**src/rtl/wb_copy_master.sv**
```systemverilog
// wb_copy_master: Wishbone classic master copying LEN words SRC->DST; optional ack timeout via WBM_TIMEOUT_EN
module wb_copy_master #(
  parameter int LEN_W = 16,
  parameter int TIMEOUT_CYCLES = 64
) (
  input  logic             wb_clk_i,
  input  logic             wb_rst_n_i,
  input  logic             cmd_valid_i,
  output logic             cmd_ready_o,
  input  logic [31:0]      cmd_src_i,
  input  logic [31:0]      cmd_dst_i,
  input  logic [LEN_W-1:0] cmd_len_i,
  output logic             busy_o,
  output logic             done_o,
  output logic             err_o,
  output logic             wbm_cyc_o,
  output logic             wbm_stb_o,
  output logic             wbm_we_o,
  output logic [3:0]       wbm_sel_o,
  output logic [31:0]      wbm_adr_o,
  output logic [31:0]      wbm_dat_o,
  input  logic [31:0]      wbm_dat_i,
  input  logic             wbm_ack_i
);
  typedef enum logic [2:0] {IDLE, RD, GAP_W, WR, GAP_R, DONE} state_t;
  state_t state_q, state_d;
  logic [31:0] src_q, src_d, dst_q, dst_d, buf_q, buf_d, adr_q, adr_d, dat_q, dat_d;
  logic [LEN_W-1:0] rem_q, rem_d;
  logic [3:0] sel_q, sel_d;
  logic stb_q, stb_d, we_q, we_d, busy_q, done_q, ready_q;
  logic ack, tmo;
  assign ack = wbm_ack_i & stb_q;
`ifdef WBM_TIMEOUT_EN
  localparam int CW = $clog2(TIMEOUT_CYCLES + 1);
  logic [CW-1:0] wait_q, wait_d;
  logic err_q;
  assign tmo = stb_q && !wbm_ack_i && (wait_q == CW'(TIMEOUT_CYCLES - 1));
  always_comb begin
    wait_d = (stb_q && !wbm_ack_i) ? wait_q + 1'b1 : '0;
  end
  always_ff @(posedge wb_clk_i or negedge wb_rst_n_i) begin
    if (!wb_rst_n_i) begin
      wait_q <= '0;
      err_q  <= 1'b0;
    end else begin
      wait_q <= wait_d;
      err_q  <= tmo;
    end
  end
  assign err_o = err_q;
`else
  assign tmo   = 1'b0;
  assign err_o = 1'b0;
`endif
  always_comb begin
    state_d = state_q;
    src_d   = src_q;
    dst_d   = dst_q;
    rem_d   = rem_q;
    buf_d   = buf_q;
    if (tmo) begin
      state_d = DONE;
    end else begin
      case (state_q)
        IDLE: if (cmd_valid_i) begin
          src_d   = cmd_src_i & ~32'd3;
          dst_d   = cmd_dst_i & ~32'd3;
          rem_d   = cmd_len_i;
          state_d = (cmd_len_i == '0) ? DONE : RD;
        end
        RD: if (ack) begin
          buf_d   = wbm_dat_i;
          state_d = GAP_W;
        end
        GAP_W: state_d = WR;
        WR: if (ack) begin
          src_d   = src_q + 32'd4;
          dst_d   = dst_q + 32'd4;
          rem_d   = rem_q - 1'b1;
          state_d = (rem_q == LEN_W'(1)) ? DONE : GAP_R;
        end
        GAP_R: state_d = RD;
        DONE: state_d = IDLE;
        default: state_d = IDLE;
      endcase
    end
    stb_d = (state_d == RD) || (state_d == WR);
    we_d  = state_d == WR;
    sel_d = {4{stb_d}};
    adr_d = (state_d == RD) ? src_d : (state_d == WR) ? dst_d : 32'd0;
    dat_d = we_d ? buf_d : 32'd0;
  end
  always_ff @(posedge wb_clk_i or negedge wb_rst_n_i) begin
    if (!wb_rst_n_i) begin
      state_q <= IDLE;
      src_q   <= '0;
      dst_q   <= '0;
      rem_q   <= '0;
      buf_q   <= '0;
      stb_q   <= 1'b0;
      we_q    <= 1'b0;
      sel_q   <= '0;
      adr_q   <= '0;
      dat_q   <= '0;
      busy_q  <= 1'b0;
      done_q  <= 1'b0;
      ready_q <= 1'b1;
    end else begin
      state_q <= state_d;
      src_q   <= src_d;
      dst_q   <= dst_d;
      rem_q   <= rem_d;
      buf_q   <= buf_d;
      stb_q   <= stb_d;
      we_q    <= we_d;
      sel_q   <= sel_d;
      adr_q   <= adr_d;
      dat_q   <= dat_d;
      busy_q  <= state_d != IDLE;
      done_q  <= state_d == DONE;
      ready_q <= state_d == IDLE;
    end
  end
  assign cmd_ready_o = ready_q;
  assign busy_o      = busy_q;
  assign done_o      = done_q;
  assign wbm_cyc_o   = stb_q;
  assign wbm_stb_o   = stb_q;
  assign wbm_we_o    = we_q;
  assign wbm_sel_o   = sel_q;
  assign wbm_adr_o   = adr_q;
  assign wbm_dat_o   = dat_q;
endmodule

```
**config.mk**
```make
export PLATFORM = sky130hd
export DESIGN_NAME = wb_copy_master
export DESIGN_NICKNAME = d
export VERILOG_FILES = /design/src/rtl/wb_copy_master.sv
export SDC_FILE = /design/constraint.sdc
export NUM_CORES = 1
export LEC_CHECK = 0
export ABC_CLOCK_PERIOD_IN_PS = 2600
export CORE_AREA = 2 2 133 135
export CTS_CLUSTER_SIZE = 10
export DETAILED_ROUTE_END_ITERATION = 6
export DIE_AREA = 0 0 135 137
export PLACE_DENSITY = 0.8
export SETUP_SLACK_MARGIN = 0.3
export SLEW_MARGIN = 20
export SYNTH_ARGS = -nofsm -noshare
export SYNTH_HDL_FRONTEND = slang
export SYNTH_SLANG_ARGS = --single-unit
```
**constraint.sdc**
```tcl
create_clock -name wb_clk_i -period 2.6 [get_ports wb_clk_i]
set_input_delay 0.26 -clock wb_clk_i [delete_from_list [all_inputs] [get_ports wb_clk_i]]
set_output_delay 0.26 -clock wb_clk_i [all_outputs]
set_load 0.03 [all_outputs]
```
==> key figures, run 1 <==
Critical path
  • Crit path kind: reg -> reg
  • Setup crit start kind: register
  • Crit path capture type: register
  • Arrival @ worst endpoint: 2.52 ns
  • Critical Path RT: 2.92 ns
  • Crit path max fanout: 34

Drt
  • Vias: 7579
  • Final WL: 23730 um
  • Via/cell ratio: 6.092
  • Antenna viol nets, final: 0
  • Pre-antenna DRT Iters: 5
  • DRC Markers: 0
  • Routed len/inst: 19.07 um
  • DR iter-0 viols: 744

Cells and area
  • Nets@finish: 1127
  • Finished Layout Cells: 1244
  • Layout cells sized above 1: 9.519%
  • N_diodes: 0
  • Fill cells: 1313
  • Syn-to-layout area delta: 33.75%

STA
  • Setup_tns: 0 ns
  • RSZ-0062 raised after global routing: false
  • Actual slew at the worst max-slew pin: 0.7361 ns
  • Tmin final: 2.207 ns
  • Clk_skew: 0.01050 ns
  • Hold_ws: 0.3564 ns
  • Fin. max-slew vios: 0
  • Relative slew slack: 50.88%
  • F_max: 453.0 MHz
  • Final Cycle Share: 84.90%
  • Finish-stage setup viols: 0
  • Hold Fails Final Rpt: 0

Placement
  • Final Wtd Congestion: 0.8989
  • Cells after DPL: 1206
  • Number of port buffers: 185
  • HPWL after DPL: 16340 um

Pwr
  • Static leakage: 4.840 nW
  • Combinational Power Share: 44.3%
  • Internal power: 0.007882 W
  • Power per Cell Area: 1180 nW/um^2
  • Sw Share: 41.78%
  • IR drop worst, VDD: 652.7 uV
  • NetSw: 0.005657 W
  • Sequential Power Share: 37.0%
  • Overall power consumption: 0.01354 W
  • Clock network fraction of total power: 18.7%

Synth
  • Post-synthesis async set-or-reset flop share: 100.0%
  • Syn_area_per_cell: 10.47 um^2
  • Seq cells post-synth: 184
  • Library cells used by synthesis: 68
  • Number of flops mapped to enable cells by yosys: 0
  • Post-synth top flop: dfrtp_1
  • Sequential-to-total area share from yosys stat: 53.71%
  • Synth Instances: 819
  • Warnings from Yosys: 0
  • Synth Cell Area: 8574 um^2
  • Syn nets: 939

Clocking
  • CTS Root Cell: clkbuf_16
  • Worst skew pair latency: 0.44 ns
  • CTS tree: built
  • Num CTS Buffers: 17
  • Sink Count: 184
  • CTS HTree Levels: 4
  • Clk slew on worst S/H paths: 0.07 ns
  • CTS Buffer Depth: 2

Worst hold path
  • HP Class: in -> async

Outcome
  • Status: complete, no violations

Die
  • Num rows: 48
  • Die footprint: 18500 um^2
  • Die height: 137 um
  • IO Pins: 191
  • Initial Utilization: 50.27%
  • Core area: 17060 um^2
  • Die width: 135 um

Global routing
  • First-pass GRT wire length: 37960 um
  • GRT Residual Overflow: 0
  • Maximum number of pins on one net before global-route repair: 76
  • Vias in the first global route: 7352
  • Initial antenna violation count: 0
  • Total track usage: 26.28%

Flow run
  • Maxcap violations: 0
-- stage by stage --
step,area [um^2],utilization [%],setup slack [ns]
after global placement,10790,63.26,-0.01619
after CTS,11390,66.81,0.3427
after global routing,11470,67.24,0.2902
after detailed placement,10790,63.26,0.01521
final,11470,67.24,0.3925
after floorplan,8574,-,0.3154
-- power by group through the flow --
stage | combinational (W) | clock [W] | sequential (W)
finish | 0.00600 | 0.00253 | 0.00501
global route | 0.00647 | 0.00269 | 0.00515
CTS | 0.00590 | 0.00256 | 0.00498
detailed placement | 0.00587 | 0 | 0.00501
global placement | 0.00575 | 0 | 0.00495
floorplan | 0.00311 | 0 | 0.00552
-- area by class of cell --
class / instances / area (um^2) / area share (%)
Tap cell: 225 / 281.5 / 2.455
Inverter: 11 / 41.29 / 0.3600
Clock inverter: 14 / 160.2 / 1.396
Clock buffer: 17 / 425.4 / 3.709
Timing Repair Buffer: 222 / 2237 / 19.51
Sequential cell: 184 / 4608 / 40.18
Multi-Input combinational cell: 571 / 3715 / 32.39
-- cell usage after synthesis, types with 4 or more instances --
cell	instances	area [um^2]
dfrtp_1	183	4579
nand2_1	86	322.8
nor2_1	47	176.4
and2_1	45	281.5
nand3_1	45	225.2
o21ai_0	45	225.2
a22o_1	31	271.5
mux2_1	29	326.6
clkbuf_1	27	101.4
nor3_1	19	95.09
nand4_1	18	112.6
a21oi_1	16	80.08
a221o_1	16	160.2
a22oi_1	16	120.1
and3_1	14	87.58
nor4_1	14	87.58
a31oi_1	13	81.33
buf_2	13	65.06
o211ai_1	13	97.59
inv_1	11	41.29
or3_1	9	56.30
buf_4	8	60.06
o311ai_1	8	70.07
o21ai_1	6	30.03
or4_1	5	37.54
a211o_1	4	35.03
buf_1	4	15.01
ha_1	4	50.05
xnor2_1	4	35.03
-- path summary, 6_finish.rpt --
check | startpoint | to | slack (ns) | cells past startpoint
worst max-delay path | state_q[2] | wbm_adr_o[20] | 0.39 | 7
worst min-delay path | wb_rst_n_i | rem_q[5] | 0.36 | 2
worst max register to register | state_q[2] | wbm_adr_o[20] | 0.39 | 7
worst min register to register | buf_q[9] | buf_q[9] | 0.48 | 1
max in group asynchronous | wb_rst_n_i | cmd_ready_o | 1.46 | 3
min in group wb_clk_i | wbm_dat_i[16] | buf_q[16] | 0.43 | 2
-- sequential cells by signal (all words and copies together), names as in the netlist --
register,cells
buf_q,32
busy_o,1
cmd_ready_o,1
done_o,1
dst_q,32
rem_q,16
src_q,32
state_q,3
wbm_adr_o,32
wbm_cyc_o,1
wbm_dat_o,32
wbm_we_o,1
-- cells in the final DEF, fill, tap and decap left out, drive strengths merged, types with 31 or more instances in the layout --
cell and instances:
o21ai 51, buf 36, and2 45, a22o 31
nor2 47, mux2 32, clkdlybuf4s50 184, nand2 86
nand3 47, dfrtp 183
-- critical path, stage by stage, from the launching register on --
cell	delay, ns
dfrtp_1	0.47
nor4b_4	0.47
clkbuf_16	0.32
nand3_1	0.09
o21ai_1	0.21
nor3_2	0.09
buf_12	0.20
a22o_1	0.25
-- logic make-up after synthesis --
group,after synthesis,share of synthesized area [%]
simple gates,335,21.33
compound gates,194,16.24
flops,184,53.71
buf+inv,64,3.356
mux,33,4.319
fa+ha+maj,4,0.5837
xor+xnor,4,0.4085
other cells,1,0.04373
-- timing repair --
item                                    in CTS  in global routing
buffers inserted                             0                  5
gates cloned                                 0                  1
hold buffers                                 1                  0
endpoints found under the hold margin       60                  0
endpoints found under the setup margin      33                 35
pin swaps                                    0                  2
gates resized for setup                      3                  7
-- per-layer routing --
layer  routed length (um)  GRT usage (%)  part of all wire (%)
met1                 9825          35.05                    41
met2                11380          43.01                    48
met3                 1870          5.296                   7.9
met4                  649          9.433                   2.7
met5                    0              0                     0
(Power assumes the default switching activity.)
==> run 2, diff against run 1 <==
ABC_CLOCK_PERIOD_IN_PS = 2200   (was 2600)
clock period = 2.2 ns   (was 2.6 ns; I/O delays follow)
==> key figures, run 2 (same netlist as run 1, synthesis figures left out) <==
STA
  • F_max: 441.0 MHz (was 453.0 MHz)
  • Tmin final: 2.268 ns (was 2.207 ns)
  • Actual slew at the worst max-slew pin: 0.5294 ns (was 0.7361 ns)
  • Clk_skew: 0.01127 ns (was 0.01050 ns)
  • Hold_ws: 0.3099 ns (was 0.3564 ns)
  • Worst Setup Slack, final: -0.06764 ns (was 0.3925 ns)
  • RSZ-0062 raised after global routing: true (was false)
  • Hold Fails Final Rpt: 0 (unchanged)
  • Relative slew slack: 64.26% (was 50.88%)
  • Final Cycle Share: 103.1% (was 84.90%)
  • Finish-stage setup viols: 1 (was 0)
  • Fin. max-slew vios: 0 (unchanged)

Die
  • Core area: 17060 um^2 (unchanged)
  • Initial Utilization: 50.27% (unchanged)
  • Die width: 135 um (unchanged)
  • Die height: 137 um (unchanged)
  • Die footprint: 18500 um^2 (unchanged)
  • Num rows: 48 (unchanged)
  • IO Pins: 191 (unchanged)

Pwr
  • Static leakage: 5.948 nW (was 4.840 nW)
  • Overall power consumption: 0.02029 W (was 0.01354 W)
  • Power per Cell Area: 1501 nW/um^2 (was 1180 nW/um^2)
  • IR drop worst, VDD: 1099 uV (was 652.7 uV)

Clocking
  • CTS Buffer Depth: 2 (unchanged)
  • Num CTS Buffers: 17 (unchanged)
  • Sink Count: 184 (unchanged)
  • CTS tree: built (unchanged)
  • Clk slew on worst S/H paths: 0.07 ns (about the same)
  • CTS HTree Levels: 4 (unchanged)
  • Worst skew pair latency: 0.44 ns (about the same)
  • CTS Root Cell: clkbuf_16 (unchanged)

Global routing
  • Maximum number of pins on one net before global-route repair: 53 (was 76)
  • First-pass GRT wire length: 43690 um (was 37960 um)
  • GRT Residual Overflow: 0 (unchanged)
  • Vias in the first global route: 8160 (was 7352)
  • Total track usage: 30.95% (was 26.28%)
  • Initial antenna violation count: 0 (unchanged)

Drt
  • Routed len/inst: 24.61 um (was 19.07 um)
  • Via/cell ratio: 6.546 (was 6.092)
  • Antenna viol nets, final: 0 (unchanged)
  • Vias: 8975 (was 7579)
  • Pre-antenna DRT Iters: 6 (was 5)
  • DR iter-0 viols: 1155 (was 744)
  • DRC Markers: 0 (unchanged)
  • Final WL: 33740 um (was 23730 um)

Critical path
  • Worst Reg2Reg Path Length in Cells: 9 (was 7)
  • Critical Path RT: 2.53 ns (was 2.92 ns)
  • Setup crit start kind: register (unchanged)
  • R2r endpoint: wbm_adr_o[19] (was wbm_adr_o[20])
  • FF-to-FF Start: wbm_cyc_o (was state_q[2])
  • Crit path capture type: register (unchanged)
  • Crit path max fanout: 4 (was 34)
  • R2r setup slk: -0.07 ns (was 0.39 ns)
  • Arrival @ worst endpoint: 2.60 ns (was 2.52 ns)
  • Crit path kind: reg -> reg (unchanged)

Cells and area
  • Most common cell after layout, fill and taps aside: clkdlybuf4s50_1 (unchanged)
  • Core Util, Final: 79.27% (was 67.24%)
  • Final instance area: 13520 um^2 (was 11470 um^2)
  • Layout cells sized above 1: 31.76% (was 9.519%)
  • Most frequent cells in the layout: clkdlybuf4s50_1 (184), dfrtp_1 (167), buf_4 (110) (was clkdlybuf4s50_1 (184), dfrtp_1 (181), nand2_1 (85))
  • Syn-to-layout area delta: 57.68% (was 33.75%)
  • N_diodes: 0 (unchanged)
  • Nets@finish: 1254 (was 1127)

Worst hold path
  • HP Class: in -> async (unchanged)

Outcome
  • Violated checks: setup timing
  • Status: complete, but fails checks (was complete, no violations)

Placement
  • Pre-CTS setup slack: -0.1409 ns (was 0.01521 ns)
  • Number of port buffers: 185 (unchanged)
  • Area post-placement: 11230 um^2 (was 10790 um^2)
  • Final Wtd Congestion: 0.9341 (was 0.8989)
  • HPWL after DPL: 17330 um (was 16340 um)

Flow run
  • Maxcap violations: 0 (unchanged)
-- run 2: final cells by class --
| cell class | instances | area (um^2) |
|---|---|---|
| sequential | 184 | 4626 |
| multi-input combinational | 572 | 4441 |
| fill | 937 | 3536 |
| timing repair buffer | 348 | 3532 |
| clock buffer | 19 | 452.9 |
| tap | 225 | 281.5 |
| clock inverter | 12 | 143.9 |
| inverter | 11 | 43.79 |
-- run 2: critical path: stages, from the launching register on --
cell      delay, ns
dfrtp_2        0.42
buf_6          0.12
nand3_4        0.10
nor3_4         0.22
buf_4          0.17
a31oi_1        0.13
o21ai_0        0.31
o311ai_0       0.27
buf_4          0.21
a22o_1         0.19
-- run 2: worst max path at each step --
stage               start             to  slack (ns)  cells after the start
3_3_place_gp    wbm_ack_i  wbm_adr_o[23]       -0.10                      9
2_1_floorplan   wbm_cyc_o  wbm_adr_o[10]        0.19                      7
4_1_cts        state_q[2]  wbm_adr_o[15]        0.17                      8
6_report        wbm_cyc_o  wbm_adr_o[19]       -0.07                      9
3_5_place_dp    wbm_ack_i  wbm_dat_o[29]       -0.14                      8
5_1_grt        state_q[2]  wbm_adr_o[19]       -0.03                      8
-- run 2: repair_timing --
| action | CTS | global route |
|---|---|---|
| hold buffers | 1 | 0 |
| pin swaps | 16 | 47 |
| gates cloned | 9 | 5 |
| endpoints found under the setup margin | 127 | 113 |
| resized for setup | 58 | 176 |
| buffers inserted | 42 | 26 |
| hold endpoints to repair | 46 | 0 |
-- run 2: layer usage --
layer  vias to the layer above  GRT usage, %  part of all wire [%]
met3                       212         4.815                    11
met4                         0         14.47                   6.5
li1                       3674             -                     -
met5                         -             0                     0
met1                      4292         42.08                    36
met2                       797         49.15                    46
-- run 2: power breakdown --
group	switching (W)	total [W]	internal (W)
combinational	0.00581	0.0111	0.00524
sequential	0.00123	0.00609	0.00486
clock	0.00140	0.00315	0.00175
total	0.00845	0.0203	0.0118
-- run 2: stage by stage --
stage / TNS, ns / std cells
4_1_cts: 0 / 1340
3_5_place_dp: -6.407 / 1257
6_report: -0.06764 / 1371
3_3_place_gp: -4.018 / 1257
2_1_floorplan: 0 / 819
5_1_grt: -0.08528 / 1371
